--- src/rtl/seq_gen_pkg.sv ---
// ============================================================================
// Module   : seq_gen_pkg
// Desc     : Shared types and constants for the seq_gen symbol sequencer.
// Revision : 1.0 - initial release
// ============================================================================
`default_nettype none

package seq_gen_pkg;

    typedef logic [1:0] sym_t;

    localparam sym_t IDLE_SYM_DEFAULT = 2'b00;

    // GAP exists only when inter-repetition gaps are compiled in
    typedef enum logic [1:0] {
        S_IDLE = 2'd0,
        S_SEND = 2'd1,
`ifdef SEQ_GEN_GAP_EN
        S_GAP  = 2'd3,
`endif
        S_DONE = 2'd2
    } state_t;

endpackage

`default_nettype wire

--- src/rtl/seq_gen_if.sv ---
// ============================================================================
// Module   : seq_gen_if
// Desc     : Control/pattern/symbol bundle for seq_gen (SEQ_GEN_GAP_EN adds gap_len).
// Revision : 1.0 - initial release
// ============================================================================
`default_nettype none

interface seq_gen_if #(
    parameter int MAX_LEN = 8
);
    import seq_gen_pkg::*;

    localparam int LW = $clog2(MAX_LEN);

    logic                   load;
    logic [2*MAX_LEN-1:0]   load_data;
    logic [LW-1:0]          load_len;
    logic                   start;
    logic [3:0]             repeat_cnt;
`ifdef SEQ_GEN_GAP_EN
    logic [2:0]             gap_len;
`endif
    logic                   A;
    logic                   B;
    logic                   valid;
    logic                   busy;
    logic                   done;

    modport master (
`ifdef SEQ_GEN_GAP_EN
        output gap_len,
`endif
        output load, load_data, load_len, start, repeat_cnt,
        input  A, B, valid, busy, done
    );

    modport slave (
`ifdef SEQ_GEN_GAP_EN
        input  gap_len,
`endif
        input  load, load_data, load_len, start, repeat_cnt,
        output A, B, valid, busy, done
    );

endinterface

`default_nettype wire

--- src/rtl/seq_gen.sv ---
// ============================================================================
// Module   : seq_gen
// Desc     : Two-wire pattern sequencer; replays a loaded symbol pattern N times.
//            Define SEQ_GEN_GAP_EN to insert idle gaps between repetitions.
// Revision : 1.0 - initial release
// ============================================================================
`default_nettype none

module seq_gen
    import seq_gen_pkg::*;
#(
    parameter int   MAX_LEN  = 8,
    parameter sym_t IDLE_SYM = IDLE_SYM_DEFAULT
) (
    input  wire logic   clk,
    input  wire logic   clr,
    seq_gen_if.slave    bus
);

    localparam int LW = $clog2(MAX_LEN);

    state_t                 state_q,   state_d;
    logic [2*MAX_LEN-1:0]   pattern_q, pattern_d;
    logic [LW-1:0]          len_q,     len_d;
    logic [LW-1:0]          idx_q,     idx_d;
    logic [3:0]             rep_q,     rep_d;
    sym_t                   sym_q,     sym_d;
    logic                   valid_q,   valid_d;
    logic                   busy_q,    busy_d;
    logic                   done_q,    done_d;
`ifdef SEQ_GEN_GAP_EN
    logic [2:0]             gap_cfg_q, gap_cfg_d;
    logic [2:0]             gap_cnt_q, gap_cnt_d;
`endif

    always_ff @(posedge clk or negedge clr) begin
        if (!clr) begin
            state_q   <= S_IDLE;
            pattern_q <= '0;
            len_q     <= '0;
            idx_q     <= '0;
            rep_q     <= '0;
            sym_q     <= IDLE_SYM;
            valid_q   <= 1'b0;
            busy_q    <= 1'b0;
            done_q    <= 1'b0;
`ifdef SEQ_GEN_GAP_EN
            gap_cfg_q <= '0;
            gap_cnt_q <= '0;
`endif
        end else begin
            state_q   <= state_d;
            pattern_q <= pattern_d;
            len_q     <= len_d;
            idx_q     <= idx_d;
            rep_q     <= rep_d;
            sym_q     <= sym_d;
            valid_q   <= valid_d;
            busy_q    <= busy_d;
            done_q    <= done_d;
`ifdef SEQ_GEN_GAP_EN
            gap_cfg_q <= gap_cfg_d;
            gap_cnt_q <= gap_cnt_d;
`endif
        end
    end

    always_comb begin
        state_d   = state_q;
        pattern_d = pattern_q;
        len_d     = len_q;
        idx_d     = idx_q;
        rep_d     = rep_q;
        sym_d     = IDLE_SYM;
        valid_d   = 1'b0;
        busy_d    = 1'b0;
        done_d    = 1'b0;
`ifdef SEQ_GEN_GAP_EN
        gap_cfg_d = gap_cfg_q;
        gap_cnt_d = gap_cnt_q;
`endif

        case (state_q)
            S_IDLE: begin
                // load takes priority so a same-cycle start never uses a half-updated pattern
                if (bus.load) begin
                    pattern_d = bus.load_data;
                    len_d     = bus.load_len;
                end else if (bus.start) begin
                    state_d = S_SEND;
                    idx_d   = '0;
                    rep_d   = (bus.repeat_cnt == 4'd0) ? 4'd1 : bus.repeat_cnt;
                    valid_d = 1'b1;
                    busy_d  = 1'b1;
`ifdef SEQ_GEN_GAP_EN
                    gap_cfg_d = bus.gap_len;
`endif
                end
            end

            S_SEND: begin
                if (idx_q != len_q) begin
                    idx_d   = idx_q + 1'b1;
                    valid_d = 1'b1;
                    busy_d  = 1'b1;
                end else if (rep_q > 4'd1) begin
                    rep_d  = rep_q - 4'd1;
                    idx_d  = '0;
                    busy_d = 1'b1;
`ifdef SEQ_GEN_GAP_EN
                    if (gap_cfg_q != 3'd0) begin
                        state_d   = S_GAP;
                        gap_cnt_d = gap_cfg_q;
                    end else begin
                        valid_d = 1'b1;
                    end
`else
                    valid_d = 1'b1;
`endif
                end else begin
                    state_d = S_DONE;
                    done_d  = 1'b1;
                    rep_d   = '0;
                    idx_d   = '0;
                end
            end

`ifdef SEQ_GEN_GAP_EN
            S_GAP: begin
                busy_d = 1'b1;
                if (gap_cnt_q <= 3'd1) begin
                    state_d   = S_SEND;
                    gap_cnt_d = '0;
                    valid_d   = 1'b1;
                end else begin
                    gap_cnt_d = gap_cnt_q - 3'd1;
                end
            end
`endif

            S_DONE: begin
                state_d = S_IDLE;
            end

            default: begin
                state_d = S_IDLE;
            end
        endcase

        // Symbol mux keyed by the index that will be current after this edge
        if (valid_d) begin
            sym_d = pattern_q[{idx_d, 1'b0} +: 2];
        end
    end

    assign bus.A     = sym_q[1];
    assign bus.B     = sym_q[0];
    assign bus.valid = valid_q;
    assign bus.busy  = busy_q;
    assign bus.done  = done_q;

endmodule

`default_nettype wire

--- src/flat_wrapper.sv ---
// flat-port wrapper written by rule: the top's interface ports become plain ports
module seq_gen_flat import seq_gen_pkg::*;
#(
    parameter int   MAX_LEN  = 8,
    parameter sym_t IDLE_SYM = IDLE_SYM_DEFAULT
)
  (clk, clr, bus_load, bus_load_data, bus_load_len, bus_start, bus_repeat_cnt, bus_A, bus_B, bus_valid, bus_busy, bus_done);
  seq_gen_if #(.MAX_LEN(MAX_LEN)) bus_i ();
  input  wire logic clk;
  input  wire logic clr;
  input wire logic [$bits(bus_i.load)-1:0] bus_load;
  input wire logic [$bits(bus_i.load_data)-1:0] bus_load_data;
  input wire logic [$bits(bus_i.load_len)-1:0] bus_load_len;
  input wire logic [$bits(bus_i.start)-1:0] bus_start;
  input wire logic [$bits(bus_i.repeat_cnt)-1:0] bus_repeat_cnt;
  output wire logic [$bits(bus_i.A)-1:0] bus_A;
  output wire logic [$bits(bus_i.B)-1:0] bus_B;
  output wire logic [$bits(bus_i.valid)-1:0] bus_valid;
  output wire logic [$bits(bus_i.busy)-1:0] bus_busy;
  output wire logic [$bits(bus_i.done)-1:0] bus_done;
  assign bus_i.load = bus_load;
  assign bus_i.load_data = bus_load_data;
  assign bus_i.load_len = bus_load_len;
  assign bus_i.start = bus_start;
  assign bus_i.repeat_cnt = bus_repeat_cnt;
  assign bus_A = bus_i.A;
  assign bus_B = bus_i.B;
  assign bus_valid = bus_i.valid;
  assign bus_busy = bus_i.busy;
  assign bus_done = bus_i.done;
  seq_gen #(.MAX_LEN(MAX_LEN), .IDLE_SYM(IDLE_SYM)) u_core (.clk(clk), .clr(clr), .bus(bus_i));
endmodule
--- config.mk ---
export PLATFORM = sky130hd
export DESIGN_NAME = seq_gen_flat
export DESIGN_NICKNAME = d
export VERILOG_FILES = /design/src/rtl/seq_gen_pkg.sv /design/src/rtl/seq_gen_if.sv /design/src/rtl/seq_gen.sv /design/src/flat_wrapper.sv
export SDC_FILE = /design/constraint.sdc
export NUM_CORES = 1
export LEC_CHECK = 0
export ABC_CLOCK_PERIOD_IN_PS = 2090
export BUFFER_PORTS_ARGS = -buffer_cell sky130_fd_sc_hd__buf_2
export CORE_ASPECT_RATIO = 0.7
export CORE_MARGIN = 2
export CORE_UTILIZATION = 44
export CTS_CLUSTER_SIZE = 8
export DETAILED_ROUTE_END_ITERATION = 12
export PLACE_DENSITY = 0.71
export SLEW_MARGIN = 20
export SYNTH_ARGS = -nofsm -noshare
export SYNTH_HDL_FRONTEND = slang
export SYNTH_SLANG_ARGS = --single-unit
export TNS_END_PERCENT = 20
--- constraint.sdc ---
create_clock -name clk -period 2.09 [get_ports clk]
set_input_delay 0.1045 -clock clk [delete_from_list [all_inputs] [get_ports clk]]
set_output_delay 0.1045 -clock clk [all_outputs]
set_load 0.01 [all_outputs]
==> metrics.md, run 1 <==
| Metric | Value |
|---|---|
| Status | `completed` |
| GRT overflow | `0` |
| Post-synthesis simple-gate area fraction | `7.649%` |
| Starting DRT DRC Count | `78` |
| IO Port Bufs | `31` |
| F_max | `roughly 0.53 GHz` |
| Row count | `18` |
| Fin area | `0.001927 sq mm` |
| CTS tree | `yes` |
| Die Span Y | `approximately 54 microns` |
| Vias in the first global route | `roughly 1000` |
| Placed cells | `206` |
| Nets | `195` |
| Max cap viols | `0` |
| P_leak | `slightly above 0.0009 uW` |
| CTS root buf | `clkbuf_8` |
| Worst setup SP type | `flip-flop` |
| Vias | `~1100` |
| Hold Path Class | `input pin to flip-flop` |
| Layout cells sized above 1 | `42.42%` |
| Netlist Area Pre-Place | `0.001570 sq mm` |
| Worst-case vdd ir drop | `762.8 uV` |
| Core Region | `0.003468 sq mm` |
| Filler cells | `319` |
| Power Density | `1864 mW/mm^2` |
| Setup TNS | `0 ns` |
| # diodes | `0` |
| Synth Instances | `125` |
| Slew margin rel. | `53.65%` |
| Fin Hold WS | `0.05228 ns` |
| H-Tree Depth | `2` |
| Sequential-to-total area share from yosys stat | `51.00%` |
| Non-filler instance count after layout | `215` |
| Clk_skew | `0.006669 ns` |
| Worst Path Arrival | `2.06 ns` |
| Measured slew at the worst slew-check pin | `0.6952 ns` |
| DR DRC count | `0` |
| Routed Antenna Nets | `0` |
| DIE AREA | `0.004070 sq mm` |
| Net Count, Synth | `155` |
| Crit Path Max Fanout | `5` |
| Post-Synth Adder-Cell Area | `approximately 2.4%` |
| Tmin final | `1.895 ns` |
| Total GRT Usage | `between 15 and 20%` |
| Tcrit/Tclk final | `90.67%` |
| Synth unique cells | `27` |
| Compound-Gate Fraction of Synth Area | `9.641%` |
| First-pass GRT wire length | `around 4.7 mm` |
| CTS resizes | `0` |
| Mapped Avg Cell Area | `12.56 sq um` |
| Routability cong. | `roughly 0.86` |
| Largest family of logic cells by synthesized area | `multiplexers` |
| Initial core utilization | `45.27%` |
| WS Path Type | `flip-flop to flip-flop` |
| Count of pins over their slew limit | `0` |
| Mux contribution to synthesized area | `23.35%` |
| Tot Pwr | `3592 uW` |
| Synth Register Bits | `32` |
| Synth warn | `0` |
| Post-Synth XOR/XNOR Area | `3.108%` |
| Critical Path Sink Type | `flip-flop` |
| Num CTS Buffers | `5` |
| Fin. Hold Viols | `0` |
| Final setup fails | `0` |
| IO Count | `32` |
| Die W | `75.40 microns` |
| Initial antenna violation count | `0` |
| # clock sinks | `32` |
| Worst-path clk slew | `~0.07 ns` |
| Clk_lat worst skew | `0.28 ns` |
| Required time of the critical path | `2.26 ns` |
| Deepest clock path buffer count | `2` |
| Total Wirelength | `between 2 and 3 mm` |
| Post-DR wirelength/cell | `13.49 microns` |
| Pre-antenna DRT Iters | `4` |
| Area Overhead vs Synth | `22.71%` |
| Largest net degree at the start of global routing | `33` |
| Vias per inst | `slightly below 5` |
| Post-DP Area | `between 0.0015 and 0.002 sq mm` |
| DP HPWL | `2.184 mm` |
| RSZ-0062 raised after global routing | `no` |
-- cells by family after synthesis --
kind of cell / count (synthesis)
muxes: 33
DFF: 32
and+or+nand+nor: 23
AOI/OAI and AO/OA: 21
buffers and inverters: 10
xor gates and xnor gates: 3
adders and majority gates: 3
-- sequential cells by signal (all words and copies together) (netlist names) --
name / cells
u_core.bus.done: 1
u_core.bus.valid: 1
u_core.idx_q: 3
u_core.len_q: 3
u_core.pattern_q: 16
u_core.rep_q: 4
u_core.state_q: 2
u_core.sym_q: 2
-- path summary, 6_finish.rpt --
| kind | slack, ns | from | cells past startpoint | end |
|---|---|---|---|---|
| setup reg to reg | 0.20 | u_core.rep_q[0] | 8 | u_core.sym_q[0] |
| setup / recovery | 0.20 | u_core.rep_q[0] | 8 | u_core.sym_q[0] |
| max in group asynchronous | 1.23 | clr | 2 | u_core.pattern_q[8] |
| hold / removal | 0.05 | bus_load_data[0] | 2 | u_core.pattern_q[0] |
| min in group asynchronous | 0.41 | clr | 2 | u_core.sym_q[1] |
| hold reg to reg | 0.51 | u_core.pattern_q[4] | 1 | u_core.pattern_q[4] |
-- per-layer routing --
layer / GRT usage, % / part of all wire [%] / vias to the layer above / wire length [microns]
li1: - / - / 527 / -
met1: 20.42 / 46 / 512 / 1342
met2: 25.07 / 48 / 27 / 1401
met3: 7.303 / 5.4 / 0 / 156
met4: 4.386 / 0 / 0 / 0
met5: 0 / 0 / - / 0
-- Yosys cell counts --
master	instances	area, sq um
dfrtp_1	32	800.8
mux2_2	19	214.0
mux2i_1	13	130.1
o21ai_0	7	35.03
inv_1	6	22.52
nand2_1	6	22.52
a21oi_1	5	25.02
nor2b_1	4	25.02
nor3_1	4	20.02
a22o_1	3	26.28
buf_2	3	15.01
ha_1	3	37.54
nor2_1	3	11.26
xnor2_2	3	48.80
nand2b_1	2	12.51
a211oi_1	1	7.510
a22oi_2	1	12.51
a31oi_4	1	21.27
a41oi_1	1	8.760
and2_1	1	6.260
and4_1	1	8.760
buf_4	1	7.510
mux2i_4	1	22.52
nor3b_1	1	7.510
o21a_1	1	7.510
o21bai_1	1	7.510
or2_2	1	6.260
-- worst max-delay path, cell delays in order (launching register included) --
cell and delay (ns):
dfrtp_1 0.41, inv_1 0.09, ha_1 0.19, nor2_1 0.07
nor3_1 0.22, and4_1 0.30, a21oi_1 0.10, and2_1 0.17
a22o_1 0.23
-- report_power, final --
part	internal [uW]	leakage (uW)	total [uW]	switching, uW
Clock	293	0.0000503	502	209
Combinational	1020	0.000477	1930	908
Sequential	936	0.000382	1160	223
-- cell usage in the layout, fill, tap and decap left out, types with 2 or more instances in the layout --
cell type	n
dfrtp_1	32
buf_2	31
mux2_2	19
mux2i_1	13
o21ai_0	7
clkbuf_8	7
inv_1	6
nand2_1	6
a21oi_1	5
nor2b_1	4
nor3_1	4
buf_4	4
xnor2_2	3
nor2_1	3
a22o_1	3
ha_1	3
nand2b_1	2
-- through the flow --
stage / util (%) / setup slack, ns
2_1_floorplan: - / 0.3143
3_3_place_gp: 51.91 / 0.1709
3_5_place_dp: 51.91 / 0.1221
4_1_cts: 54.98 / 0.1148
5_1_grt: 55.56 / 0.05469
6_report: 55.56 / 0.1951
-- repair_timing --
action | 4_1_cts | 5_1_grt
setup endpoints to repair | 0 | 2
hold buffers | 1 | 0
setup buffers | 0 | 1
hold endpoints to repair | 32 | 0
-- cell type report --
| class | count | area [sq um] | share of cell area (%) |
|---|---|---|---|
| multi-input combinational | 83 | 729.5 | 37.86 |
| tap | 50 | 62.56 | 3.247 |
| timing repair buffer | 37 | 215.2 | 11.17 |
| clock buffer | 7 | 96.34 | 5.000 |
| sequential | 32 | 800.8 | 41.56 |
| inverter | 6 | 22.52 | 1.169 |
(Power assumes the default switching activity.)
==> run 2, diff against run 1 <==
--- a/config.mk
+++ b/config.mk
@@ -5,7 +5,7 @@
 export SDC_FILE = /design/constraint.sdc
 export NUM_CORES = 1
 export LEC_CHECK = 0
-export ABC_CLOCK_PERIOD_IN_PS = 2090
+export ABC_CLOCK_PERIOD_IN_PS = 2110
 export BUFFER_PORTS_ARGS = -buffer_cell sky130_fd_sc_hd__buf_2
 export CORE_ASPECT_RATIO = 0.7
 export CORE_MARGIN = 2
==> constraint.sdc (replaced) <==
create_clock -name clk -period 2.11 [get_ports clk]
set_input_delay 0.1055 -clock clk [delete_from_list [all_inputs] [get_ports clk]]
set_output_delay 0.1055 -clock clk [all_outputs]
set_load 0.01 [all_outputs]
==> metrics.md, run 2 (synthesis gave the netlist of run 1 again) <==
| Metric | Value |
|---|---|
| Status | `completed` |
| RSZ-0062 raised after global routing | `no` |
| Vias | `1046` |
| Placed cells | `205` |
| Critical Path Sink Type | `flip-flop` |
| Worst-case vdd ir drop | `841.7 uV` |
| Largest register by flop count | `u_core.pattern_q` |
| Num CTS Buffers | `5` |
| Measured slew at the worst slew-check pin | `0.7025 ns` |
| Fin area | `0.001913 sq mm` |
| Starting DRT DRC Count | `between 60 and 70` |
| WS Path Type | `flip-flop to flip-flop` |
| Max cap viols | `0` |
| DIE AREA | `0.004070 sq mm` |
| Top flop regs | `u_core.pattern_q: 16 flops, u_core.rep_q: 4 flops` |
| Filler cells | `303` |
| CP max stage cell | `dfrtp_1` |
| Post-DP Area | `0.001793 sq mm` |
| Post-DR wirelength/cell | `between 10 and 15 microns` |
| Clk_skew | `0.004674 ns` |
| Row count | `18` |
| GRT overflow | `0` |
| Tmin final | `1.912 ns` |
| IO Port Bufs | `31` |
| Clk_lat worst skew | `about 0.28 ns` |
| Count of pins over their slew limit | `0` |
| Hold Path Class | `input pin to flip-flop` |
| Setup TNS | `0 ns` |
| P_leak | `0.0008995 uW` |
| Nets | `194` |
| Largest register FFs | `16` |
| Routed Antenna Nets | `0` |
| Area of the multi-input gates | `729.5 sq um` |
| Layout cells sized above 1 | `41.21%` |
| Vias in the first global route | `~1000` |
| Die Span Y | `between 50 and 60 microns` |
| CTS root buf | `clkbuf_8` |
| Area Overhead vs Synth | `21.83%` |
| Worst setup SP type | `flip-flop` |
| # diodes | `0` |
| Worst path top cell family by delay | `simple AND/OR/NAND/NOR gates` |
| Sequential Power Share | `32.9%` |
| Worst-path clk slew | `0.06 ns` |
| Logic pwr share | `around 54%` |
| Slew margin rel. | `53.17%` |
| F_max | `0.5229 GHz` |
| FF/Latch Area | `800.8 sq um` |
| Power Density | `1817 mW/mm^2` |
| Hold_sp | `bus_load_data[0]` |
| Worst setup margin | `a little under 0.2 ns` |
| IO Count | `32` |
| First-pass GRT wire length | `4.623 mm` |
| Initial core utilization | `a little under half` |
| Required time of the critical path | `2.28 ns` |
| Switching share of power | `37.07%` |
| Pre-antenna DRT Iters | `4` |
| DP HPWL | `2.075 mm` |
| Commonest cells after routing, fill and taps aside | `32 x dfrtp_1, 31 x buf_2, 19 x mux2_2` |
| Worst setup path start | `u_core.rep_q[0]` |
| Die W | `about 75 microns` |
| Deepest clock path buffer count | `2` |
| Commonest non-fill, non-tap cell in the layout | `dfrtp_1` |
| Largest net degree at the start of global routing | `33` |
| CTS tree | `yes` |
| Buf+Inv Stages, Crit Path | `1` |
| Clk pwr share | `13.4%` |
| Internal power | `approximately 2200 uW` |
| Non-filler instance count after layout | `215` |
| Net Switching | `1289 uW` |
| Core Region | `around 0.0035 sq mm` |
| Total GRT Usage | `between 15 and 20%` |
| Total Wirelength | `2.720 mm` |
| Tcrit/Tclk final | `90.63%` |
| Place WS | `0.1381 ns` |
| Reg2Reg Launch Point | `u_core.rep_q[0]` |
| CP max stage delay | `approximately 0.4 ns` |
| Crit Path Max Fanout | `5` |
| Worst path cell trace | `inv_1, ha_1, nor2_1, nor3_1, and4_1, a21oi_1, and2_1, a22o_1` |
| Vias per inst | `4.865` |
| Fin. Hold Viols | `0` |
| # clock sinks | `32` |
| Final setup fails | `0` |
| Initial antenna violation count | `0` |
| DR DRC count | `0` |
| Routability cong. | `0.8664` |
| H-Tree Depth | `2` |
| Worst Path Arrival | `2.08 ns` |
run 2: cell types whose count changed in the layout (fill, tap and decap cells not counted):
cell      previous run  this run
clkbuf_8             7         6
clkbuf_1             0         2
buf_4                4         3
run 2: area by class of cell:
type | count | share of cell area (%)
tap | 50 | 3.270
sequential | 32 | 41.86
timing repair buffer | 36 | 10.86
inverter | 6 | 1.177
clock buffer | 8 | 4.709
multi-input combinational | 83 | 38.13
run 2: per-layer routing:
metal	track usage (%)	routed length, microns	up-vias
li1	-	-	524
met1	21.24	1336	491
met2	24.35	1188	24
met3	4.494	146	7
met4	6.140	48	0
met5	0	0	-
run 2: final timing paths:
kind                                         to  slack (ns)  depth (start not counted)
hold / removal              u_core.pattern_q[0]        0.06                          2
setup reg to reg                u_core.sym_q[0]        0.20                          8
max in group asynchronous       u_core.len_q[2]        1.24                          2
hold reg to reg            u_core.pattern_q[12]        0.50                          1
setup / recovery                u_core.sym_q[0]        0.20                          8
min in group asynchronous       u_core.sym_q[1]        0.42                          2
run 2: worst register-to-register path: cells and delay by family, from the launching register on:
kind	cells	cell delay (ns)
adder cells (fa/ha/maj)	1	0.20
buffers and inverters	1	0.09
AND/OR/NAND/NOR	4	0.78
flip-flops	1	0.40
AO/OA/AOI/OAI	2	0.34
run 2: what timing repair did:
| action | in CTS | in global routing |
|---|---|---|
| hold buffers | 1 | 0 |
| gates resized for setup | 0 | 0 |
| setup endpoints to repair | 0 | 1 |
| hold endpoints to repair | 32 | 0 |
| setup buffers | 0 | 1 |
run 2: through the flow:
stage | total power, uW | hold WS, ns | util, %
floorplan | 2532 | -0.1901 | -
global placement | 2845 | 0.1727 | 51.70
detailed placement | 2931 | 0.1953 | 51.70
CTS | 3411 | 0.05497 | 54.58
global route | 3785 | 0.05012 | 55.16
finish | 3476 | 0.06048 | 55.16
run 2: power by group through the flow:
stage               sequential, uW  combinational, uW  clock [uW]
floorplan                     1120               1410           0
global placement              1150               1700           0
detailed placement            1160               1770           0
CTS                           1140               1790         479
global route                  1180               2080         519
finish                        1140               1870         465
==> run 3, diff against run 2 <==
--- a/config.mk
+++ b/config.mk
@@ -9,10 +9,10 @@
 export BUFFER_PORTS_ARGS = -buffer_cell sky130_fd_sc_hd__buf_2
 export CORE_ASPECT_RATIO = 0.7
 export CORE_MARGIN = 2
-export CORE_UTILIZATION = 44
+export CORE_UTILIZATION = 53
 export CTS_CLUSTER_SIZE = 8
 export DETAILED_ROUTE_END_ITERATION = 12
-export PLACE_DENSITY = 0.71
+export PLACE_DENSITY = 0.77
 export SLEW_MARGIN = 20
 export SYNTH_ARGS = -nofsm -noshare
 export SYNTH_HDL_FRONTEND = slang
==> metrics.md, run 3 (synthesis gave the netlist of run 1 again) <==
| Metric | Value |
|---|---|
| Status | `completed` |
| Largest register FFs | `16` |
| Area Overhead vs Synth | `23.82%` |
| DR DRC count | `0` |
| Worst path cell trace | `inv_1, ha_1, nor2_1, nor3_1, and4_1, a21oi_1, and2_1, a22o_1` |
| Tot Pwr | `3678 uW` |
| Nets | `approximately 190` |
| Clk_skew | `0.004562 ns` |
| Setup TNS | `0 ns` |
| Fin Hold WS | `0.05650 ns` |
| CP max stage delay | `0.41 ns` |
| Hold Path Class | `input pin to flip-flop` |
| R2r endpoint | `u_core.sym_q[0]` |
| Die W | `69.06 microns` |
| CTS root buf | `clkbuf_8` |
| Measured slew at the worst slew-check pin | `0.6784 ns` |
| Commonest non-fill, non-tap cell in the layout | `dfrtp_1` |
| Total Wirelength | `2.942 mm` |
| WS Path Type | `flip-flop to flip-flop` |
| Switching share of power | `36.14%` |
| Final setup fails | `0` |
| Worst setup path start | `u_core.rep_q[0]` |
| Clk_lat worst skew | `0.28 ns` |
| Sequential Power Share | `31.6%` |
| Die Span Y | `slightly below 50 microns` |
| Clk pwr share | `about 17%` |
| Largest net degree at the start of global routing | `33` |
| Vias in the first global route | `around 1100` |
| Crit Path Max Fanout | `5` |
| IO Port Bufs | `31` |
| Internal power | `about 2300 uW` |
| First-pass GRT wire length | `4.878 mm` |
| H-Tree Depth | `2` |
| Row count | `16` |
| Vias per inst | `5.259` |
| Pre-antenna DRT Iters | `5` |
| Logic pwr share | `51.5%` |
| CP endpoint | `u_core.sym_q[0]` |
| # diodes | `0` |
| Deepest clock path buffer count | `2` |
| Tcrit/Tclk final | `90.46%` |
| Non-filler instance count after layout | `201` |
| FF/Latch Area | `800.8 sq um` |
| Max cap viols | `0` |
| Worst setup SP type | `flip-flop` |
| Worst-path clk slew | `0.06 ns` |
| Area of the multi-input gates | `729.5 sq um` |
| Slew margin rel. | `54.78%` |
| Flop2flop setup slack | `between 0.2 and 0.25 ns` |
| Filler cells | `220` |
| Power Density | `1892 mW/mm^2` |
| Worst-case vdd ir drop | `994.8 uV` |
| # clock sinks | `32` |
| CTS resizes | `0` |
| DP HPWL | `2.193 mm` |
| CTS tree | `yes` |
| Buf+Inv Stages, Crit Path | `1` |
| Initial antenna violation count | `0` |
| Total GRT Usage | `18.23%` |
| Worst path top cell family by delay | `simple AND/OR/NAND/NOR gates` |
| Starting DRT DRC Count | `62` |
| Commonest cells after routing, fill and taps aside | `32 x dfrtp_1, 31 x buf_2, 19 x mux2_2` |
| Worst setup margin | `0.2013 ns` |
| R2r worst-path depth | `8` |
| Reg2Reg Launch Point | `u_core.rep_q[0]` |
| Tmin final | `1.909 ns` |
| Fin. Hold Viols | `0` |
| Layout cells sized above 1 | `between 40 and 50%` |
| Critical Path Sink Type | `flip-flop` |
| Num CTS Buffers | `5` |
| Count of pins over their slew limit | `0` |
| Largest register by flop count | `u_core.pattern_q` |
| Core Region | `0.002803 sq mm` |
| Top flop regs | `u_core.pattern_q: 16 flops, u_core.rep_q: 4 flops` |
| Required time of the critical path | `2.27 ns` |
| Placed cells | `roughly 190` |
| Place WS | `0.1285 ns` |
| Vias | `1057` |
| CP max stage cell | `dfrtp_1` |
| Crit. path cell count | `8` |
| Net Switching | `1329 uW` |
| Routed Antenna Nets | `0` |
| Worst Path Arrival | `2.07 ns` |
| IO Count | `32` |
| P_leak | `just over 0.0009 uW` |
| DIE AREA | `around 0.0034 sq mm` |
| Routability cong. | `0.8274` |
| Post-DR wirelength/cell | `14.64 microns` |
| F_max | `0.5239 GHz` |
| GRT overflow | `0` |
| RSZ-0062 raised after global routing | `no` |
| Initial core utilization | `roughly 56%` |
run 3: cell types whose count changed in the layout (fill, tap and decap cells not counted), sizes merged:
cell	previous run	this run
bufinv	0	1
clkbuf	8	7
run 3: timing repair:
action	4_1_cts	5_1_grt
hold endpoints to repair	32	0
hold buffers	1	0
setup buffers	0	1
setup endpoints to repair	0	1
run 3: power by group through the flow:
stage / Combinational (uW) / Clock, uW / Sequential, uW
finish: 1900 / 621 / 1160
global route: 2080 / 682 / 1190
detailed placement: 1780 / 0 / 1160
floorplan: 1410 / 0 / 1120
global placement: 1700 / 0 / 1150
CTS: 1790 / 637 / 1150
run 3: area by class of cell:
cell class              count  area share (%)
clock buffers               7           4.955
clock inverters             1           1.544
inverters                   6           1.158
multi-input cells          83           37.52
flip-flops and latches     32           41.18
well taps                  36           2.317
repair buffers             36           11.33
run 3: layer usage:
metal | track usage [%] | part of all wire [%] | routed length, microns
met4 | 3.922 | 1.4 | 42
met5 | 0 | 0 | 0
met2 | 29.65 | 47 | 1380
met1 | 23.87 | 46 | 1354
met3 | 6.339 | 5.6 | 164
run 3: metrics by stage:
step	utilization, %	area (sq um)
floorplan	-	1570
global placement	63.79	1788
detailed placement	63.79	1788
CTS	68.66	1924
global route	69.38	1944
finish	69.38	1944
run 3: how the worst min path moves through the flow:
stage                            from              endpoint  slack, ns  depth (start not counted)
floorplan                         clr       u_core.bus.done      -0.19                          0
global placement                  clr       u_core.rep_q[3]       0.18                          1
detailed placement                clr       u_core.rep_q[2]       0.19                          1
CTS                 bus_load_data[14]  u_core.pattern_q[14]       0.05                          2
global route         bus_load_data[8]   u_core.pattern_q[8]       0.05                          2
finish              bus_load_data[14]  u_core.pattern_q[14]       0.06                          2
